`src/rtl/prog_seq_detector_if.sv`:
```
// prog_seq_detector_if: serial bit, configuration and status bundle of the sequence detector.
interface prog_seq_detector_if #(
   parameter int WIDTH = 4,
   parameter int CNT_W = 8
);
   localparam int LEN_W = $clog2(WIDTH + 1);
   logic             data_in;
   logic             in_valid;
   logic             cfg_load;
   logic [WIDTH-1:0] cfg_pattern;
   logic [LEN_W-1:0] cfg_len;
   logic             cfg_overlap;
   logic             cnt_clr;
   logic             seq_detected;
   logic [WIDTH-1:0] current_seq;
   logic [CNT_W-1:0] match_count;
   logic             count_sat;
   modport master (
      output data_in, in_valid, cfg_load, cfg_pattern, cfg_len, cfg_overlap, cnt_clr,
      input  seq_detected, current_seq, match_count, count_sat
   );
   modport slave (
      input  data_in, in_valid, cfg_load, cfg_pattern, cfg_len, cfg_overlap, cnt_clr,
      output seq_detected, current_seq, match_count, count_sat
   );
endinterface

```
`src/rtl/prog_seq_detector.sv`:
```
// prog_seq_detector: runtime-programmable Moore serial sequence detector with saturating match counter.
module prog_seq_detector #(
   parameter int               WIDTH       = 4,
   parameter int               CNT_W       = 8,
   parameter logic [WIDTH-1:0] DEF_PATTERN = WIDTH'(4'b1101),
   parameter logic             DEF_OVERLAP = 1'b1
) (
   input logic                 clk,
   input logic                 reset_n,
   prog_seq_detector_if.slave  bus
);
   localparam int LEN_W = $clog2(WIDTH + 1);
   typedef enum logic [1:0] {FILL, SCAN, DETECT} state_t;
   state_t           state, state_n;
   logic [WIDTH-1:0] pattern, seq_q, seq_n, mask;
   logic [WIDTH:0]   shifted;
   logic [LEN_W-1:0] len, fill, fill_n, fill_d;
   logic [CNT_W-1:0] cnt, cnt_n;
   logic             overlap, accept, len_ok, match, sat;
   // fill counts bits since the last clear; a match needs at least len of them
   always_comb begin
      accept  = bus.in_valid & ~bus.cfg_load;
      shifted = {seq_q, bus.data_in};
      seq_n   = shifted[WIDTH-1:0];
      fill_n  = (fill == LEN_W'(WIDTH)) ? fill : fill + 1'b1;
      len_ok  = (len != '0) && (len <= LEN_W'(WIDTH));
      for (int i = 0; i < WIDTH; i++) mask[i] = LEN_W'(i) < len;
      match   = len_ok && (fill_n >= len) && (((seq_n ^ pattern) & mask) == '0);
      state_n = !accept ? state : (fill_n < len) ? FILL : match ? DETECT : SCAN;
      fill_d  = (match && !overlap) ? '0 : fill_n;
      cnt_n   = bus.cnt_clr ? '0 : (accept && match && !(&cnt)) ? cnt + 1'b1 : cnt;
   end
   always_ff @(posedge clk or negedge reset_n) begin
      if (!reset_n) state <= FILL;
      else state <= bus.cfg_load ? FILL : state_n;
   end
   always_ff @(posedge clk or negedge reset_n) begin
      if (!reset_n) begin
         seq_q   <= '0;
         fill    <= '0;
         pattern <= DEF_PATTERN;
         len     <= LEN_W'(WIDTH);
         overlap <= DEF_OVERLAP;
         cnt     <= '0;
         sat     <= 1'b0;
      end else begin
         cnt <= cnt_n;
         sat <= bus.cnt_clr ? 1'b0 : sat | (&cnt_n);
         if (bus.cfg_load) begin
            pattern <= bus.cfg_pattern;
            len     <= bus.cfg_len;
            overlap <= bus.cfg_overlap;
            seq_q   <= '0;
            fill    <= '0;
         end else if (accept) begin
            seq_q <= seq_n;
            fill  <= fill_d;
         end
      end
   end
   assign bus.seq_detected = (state == DETECT);
   assign bus.current_seq  = seq_q;
   assign bus.match_count  = cnt;
   assign bus.count_sat    = sat;
endmodule

```
`src/flat_wrapper.sv`:
```
// flat-port wrapper written by rule: the top's interface ports become plain ports
module prog_seq_detector_flat 
#(
   parameter int               WIDTH       = 4,
   parameter int               CNT_W       = 8,
   parameter logic [WIDTH-1:0] DEF_PATTERN = WIDTH'(4'b1101),
   parameter logic             DEF_OVERLAP = 1'b1
)
  (clk, reset_n, bus_data_in, bus_in_valid, bus_cfg_load, bus_cfg_pattern, bus_cfg_len, bus_cfg_overlap, bus_cnt_clr, bus_seq_detected, bus_current_seq, bus_match_count, bus_count_sat);
  prog_seq_detector_if #(.WIDTH(WIDTH), .CNT_W(CNT_W)) bus_i ();
  input logic clk;
  input logic reset_n;
  input wire logic [$bits(bus_i.data_in)-1:0] bus_data_in;
  input wire logic [$bits(bus_i.in_valid)-1:0] bus_in_valid;
  input wire logic [$bits(bus_i.cfg_load)-1:0] bus_cfg_load;
  input wire logic [$bits(bus_i.cfg_pattern)-1:0] bus_cfg_pattern;
  input wire logic [$bits(bus_i.cfg_len)-1:0] bus_cfg_len;
  input wire logic [$bits(bus_i.cfg_overlap)-1:0] bus_cfg_overlap;
  input wire logic [$bits(bus_i.cnt_clr)-1:0] bus_cnt_clr;
  output wire logic [$bits(bus_i.seq_detected)-1:0] bus_seq_detected;
  output wire logic [$bits(bus_i.current_seq)-1:0] bus_current_seq;
  output wire logic [$bits(bus_i.match_count)-1:0] bus_match_count;
  output wire logic [$bits(bus_i.count_sat)-1:0] bus_count_sat;
  assign bus_i.data_in = bus_data_in;
  assign bus_i.in_valid = bus_in_valid;
  assign bus_i.cfg_load = bus_cfg_load;
  assign bus_i.cfg_pattern = bus_cfg_pattern;
  assign bus_i.cfg_len = bus_cfg_len;
  assign bus_i.cfg_overlap = bus_cfg_overlap;
  assign bus_i.cnt_clr = bus_cnt_clr;
  assign bus_seq_detected = bus_i.seq_detected;
  assign bus_current_seq = bus_i.current_seq;
  assign bus_match_count = bus_i.match_count;
  assign bus_count_sat = bus_i.count_sat;
  prog_seq_detector #(.WIDTH(WIDTH), .CNT_W(CNT_W), .DEF_PATTERN(DEF_PATTERN), .DEF_OVERLAP(DEF_OVERLAP)) u_core (.clk(clk), .reset_n(reset_n), .bus(bus_i));
endmodule
```
`config.mk`:
```
export PLATFORM = sky130hd
export DESIGN_NAME = prog_seq_detector_flat
export DESIGN_NICKNAME = d
export VERILOG_FILES = /design/src/rtl/prog_seq_detector_if.sv /design/src/rtl/prog_seq_detector.sv /design/src/flat_wrapper.sv
export SDC_FILE = /design/constraint.sdc
export NUM_CORES = 1
export LEC_CHECK = 0
export ABC_AREA = 0
export CORE_ASPECT_RATIO = 1.4
export CORE_MARGIN = 8
export CORE_UTILIZATION = 51
export DETAILED_ROUTE_END_ITERATION = 10
export GPL_ROUTABILITY_DRIVEN = 0
export PLACE_DENSITY_LB_ADDON = 0.2
export SLEW_MARGIN = 30
export SYNTH_ARGS = -nofsm -noshare
export SYNTH_HDL_FRONTEND = slang
export SYNTH_SLANG_ARGS = --single-unit
```
`constraint.sdc`:
```
create_clock -name clk -period 3.4 [get_ports clk]
set_input_delay 0.51 -clock clk [delete_from_list [all_inputs] [get_ports clk]]
set_output_delay 0.51 -clock clk [all_outputs]
set_load 0.05 [all_outputs]
```
==> key figures <==
Global route
  • First-pass GRT wire length: 5899 µm
  • Largest net degree at the start of global routing: 27
  • Initial antenna violation count: 0
  • Vias in the first global route: 1355
  • GRT Total Usage: 15.21%
  • Total grt overflow: 0

Layout
  • Nets@finish: 202
  • Most frequent cells in the layout: 26 x clkdlybuf4s50_1, 21 x dfrtp_1, 17 x nor2_1
  • Layout area overhead: 25.33%
  • Most common cell after layout, fill and taps aside: clkdlybuf4s50_1
  • Share of layout cells above drive strength 1: 18.23%
  • Ant diodes: 0

Die
  • Die width: 62.09 µm
  • Die Y: 80.52 µm
  • Core Area: 2849 µm²
  • Row Count: 23
  • Num ports: 28
  • Die Area: 4999 µm²
  • Starting Density: 53.23%

Critical path
  • Reg2Reg Depth: 12
  • Crit Reg-Reg Startpoint: u_core.fill[0]
  • WP data arrival: 2.94 ns
  • CP max FO: 5
  • Reg2reg setup slack: 0.62 ns
  • FF-to-FF End: u_core.bus.count_sat
  • Crit. End Element: register
  • WP data required: 3.56 ns
  • Critical Path Source Type: register
  • Setup CP Type: reg -> reg

Clock network
  • Clk pin slew, worst setup/hold paths: 0.09 ns
  • # H-tree levels: 1
  • Post-CTS Setup Repair Bufs: 0
  • Post-cts hold buffer count: 0
  • Clk_lat worst skew: 0.27 ns
  • Worst-case clock buffer depth: 2
  • CTS tree: built
  • Post_cts resized: 0
  • Clk root buf: clkbuf_8
  • Clock sinks: 26
  • CTS buffer count: 3

Worst hold path
  • Worst min path class: in -> async

Yosys
  • Sequential cell area fraction in the yosys report: 43.32%
  • Post-Syn Instances: 151
  • Post-synth cell types: 41
  • Top_reg_cell synth: dfrtp_1
  • FF+latch count, synth: 26
  • Mapped cell area: 1516 µm²
  • Syn. warnings: 0
  • Post-synth ARST share: 100.0%
  • Synthesized net count: 171
  • Synthesized area per cell: 10.04 µm²
  • EDFF count, synth: 0

Timing
  • PnR worst setup slack: 0.6200 ns
  • Hold Fails Final Rpt: 0
  • Final period utilization: 81.76%
  • Worst-case clock skew: 0.008012 ns
  • Total negative setup slack: 0 ns
  • Setup violations, final: 0
  • Slew @ Worst Pin: 0.5733 ns
  • Final min period: 2.780 ns
  • Maximum clock rate: 0.3597 GHz
  • RSZ-0062 raised after global routing: false
  • Slew Limit Fails: 0
  • Relative max-transition margin: 61.78%

Run
  • Max-cap violations: 0

Place
  • DP HPWL: 2618 µm
  • # port buffers: 27
  • Pre-CTS worst setup slack: 0.6025 ns

Drt
  • DRC Markers: 0
  • Total Wirelength: 3404 µm
  • First drt pass iteration count: 4
  • Initial DRC count: 30
  • Vias: 1200
  • Antenna viol nets, final: 0
  • Detail-routed via count per cell: 5.505
  • Avg WL per Cell: 15.61 µm

Pwr
  • P_leak: 0.8169 nW
  • Maximum vdd ir drop: 0.2858 mV
  • Pwr dens: 379.9 nW/µm²

Run status
  • Status: finished, final reports clean
cell usage after synthesis (all sizes together) (3+ instances only):
| master | number | share of area (%) |
|---|---|---|
| o21ai | 10 | 3.5 |
| nand3 | 3 | 0.99 |
| and3 | 3 | 1.3 |
| nand2 | 15 | 3.7 |
| o31ai | 3 | 2.4 |
| a21oi | 5 | 1.6 |
| and2b | 3 | 1.7 |
| dfstp | 5 | 8.7 |
| nor2 | 17 | 4.2 |
| ha | 6 | 5.0 |
| clkbuf | 3 | 0.74 |
| xnor2 | 7 | 4.0 |
| nor2b | 3 | 1.2 |
| mux2 | 6 | 4.5 |
| a22o | 3 | 1.9 |
| mux2i | 6 | 4.0 |
| inv | 10 | 2.5 |
| dfrtp | 21 | 35 |
cell type report:
type | instances | area (µm²)
sequential | 26 | 656.9
clock buffer | 3 | 41.29
multi-input combinational | 111 | 800.8
fill | 211 | 948.4
timing repair buffer | 30 | 287.8
inverter | 10 | 37.54
tap | 37 | 46.29
clock inverter | 1 | 30.03
worst max path at each step:
stage / start / slack [ns] / to / depth (start not counted)
after detailed placement: u_core.fill[0] / 0.60 / u_core.bus.count_sat / 12
after CTS: u_core.fill[0] / 0.59 / u_core.bus.count_sat / 12
after global placement: u_core.fill[0] / 0.77 / u_core.bus.count_sat / 12
final: u_core.fill[0] / 0.62 / u_core.bus.count_sat / 12
after floorplan: u_core.fill[0] / 0.93 / u_core.bus.count_sat / 12
after global routing: u_core.fill[0] / 0.38 / u_core.bus.count_sat / 12
state kept, by name, indices dropped and copies added (netlist names):
signal	count
u_core.bus.current_seq	4
u_core.state	2
u_core.pattern	4
u_core.overlap	1
u_core.len	3
u_core.bus.match_count	8
u_core.bus.count_sat	1
u_core.fill	3
kinds of logic (layout without fill, tap and decap cells):
family	count (synthesis)	count (layout)	synth area share (%)
flip-flops	26	26	43.32
multiplexers	12	12	8.416
XOR/XNOR	9	9	5.198
adder cells (fa/ha/maj)	6	6	4.950
buffers and inverters	14	44	3.878
AO/OA/AOI/OAI	30	30	16.09
AND/OR/NAND/NOR	54	54	18.15
metrics by stage:
step	instances	hold slack, ns	instance area (µm²)	utilization (%)	total power [W]
final	218	0.2228	1901	66.71	0.0007221
after detailed placement	214	0.4907	1829	64.21	0.0004755
after CTS	218	0.2358	1901	66.71	0.0007300
after global placement	214	0.4804	1834	64.38	0.0004696
after global routing	218	0.2568	1901	66.71	0.0007567
after floorplan	151	0.2144	1516	-	0.0004292
report_power, final:
group | switching [W] | total (W) | internal (W) | leakage [nW]
clock | 0.0000960 | 0.000253 | 0.000157 | 0.0357
combinational | 0.0000687 | 0.000127 | 0.0000579 | 0.445
sequential | 0.0000135 | 0.000342 | 0.000329 | 0.337
total | 0.000178 | 0.000722 | 0.000544 | 0.817
critical path, stage by stage (launching register included):
cell and delay, ns:
dfrtp_1 0.43, inv_1 0.09, ha_1 0.18, nand2_1 0.10, nand2_1 0.07, o21ai_0 0.11, ha_1 0.31, nand2_1 0.05
o21ai_0 0.34, o2111a_1 0.36, and3_2 0.21, mux2i_1 0.10, o41ai_2 0.33
layer usage:
metal / part of all wire [%] / vias up / track usage (%) / routed length, µm
met3: 3.5 / 2 / 2.556 / 118
met5: 0 / - / 0 / 0
met2: 55 / 23 / 27.10 / 1878
li1: - / 581 / - / -
met4: 0.71 / 0 / 5.263 / 24
met1: 41 / 594 / 17.19 / 1383
Power figures use the tool's default switching activity.
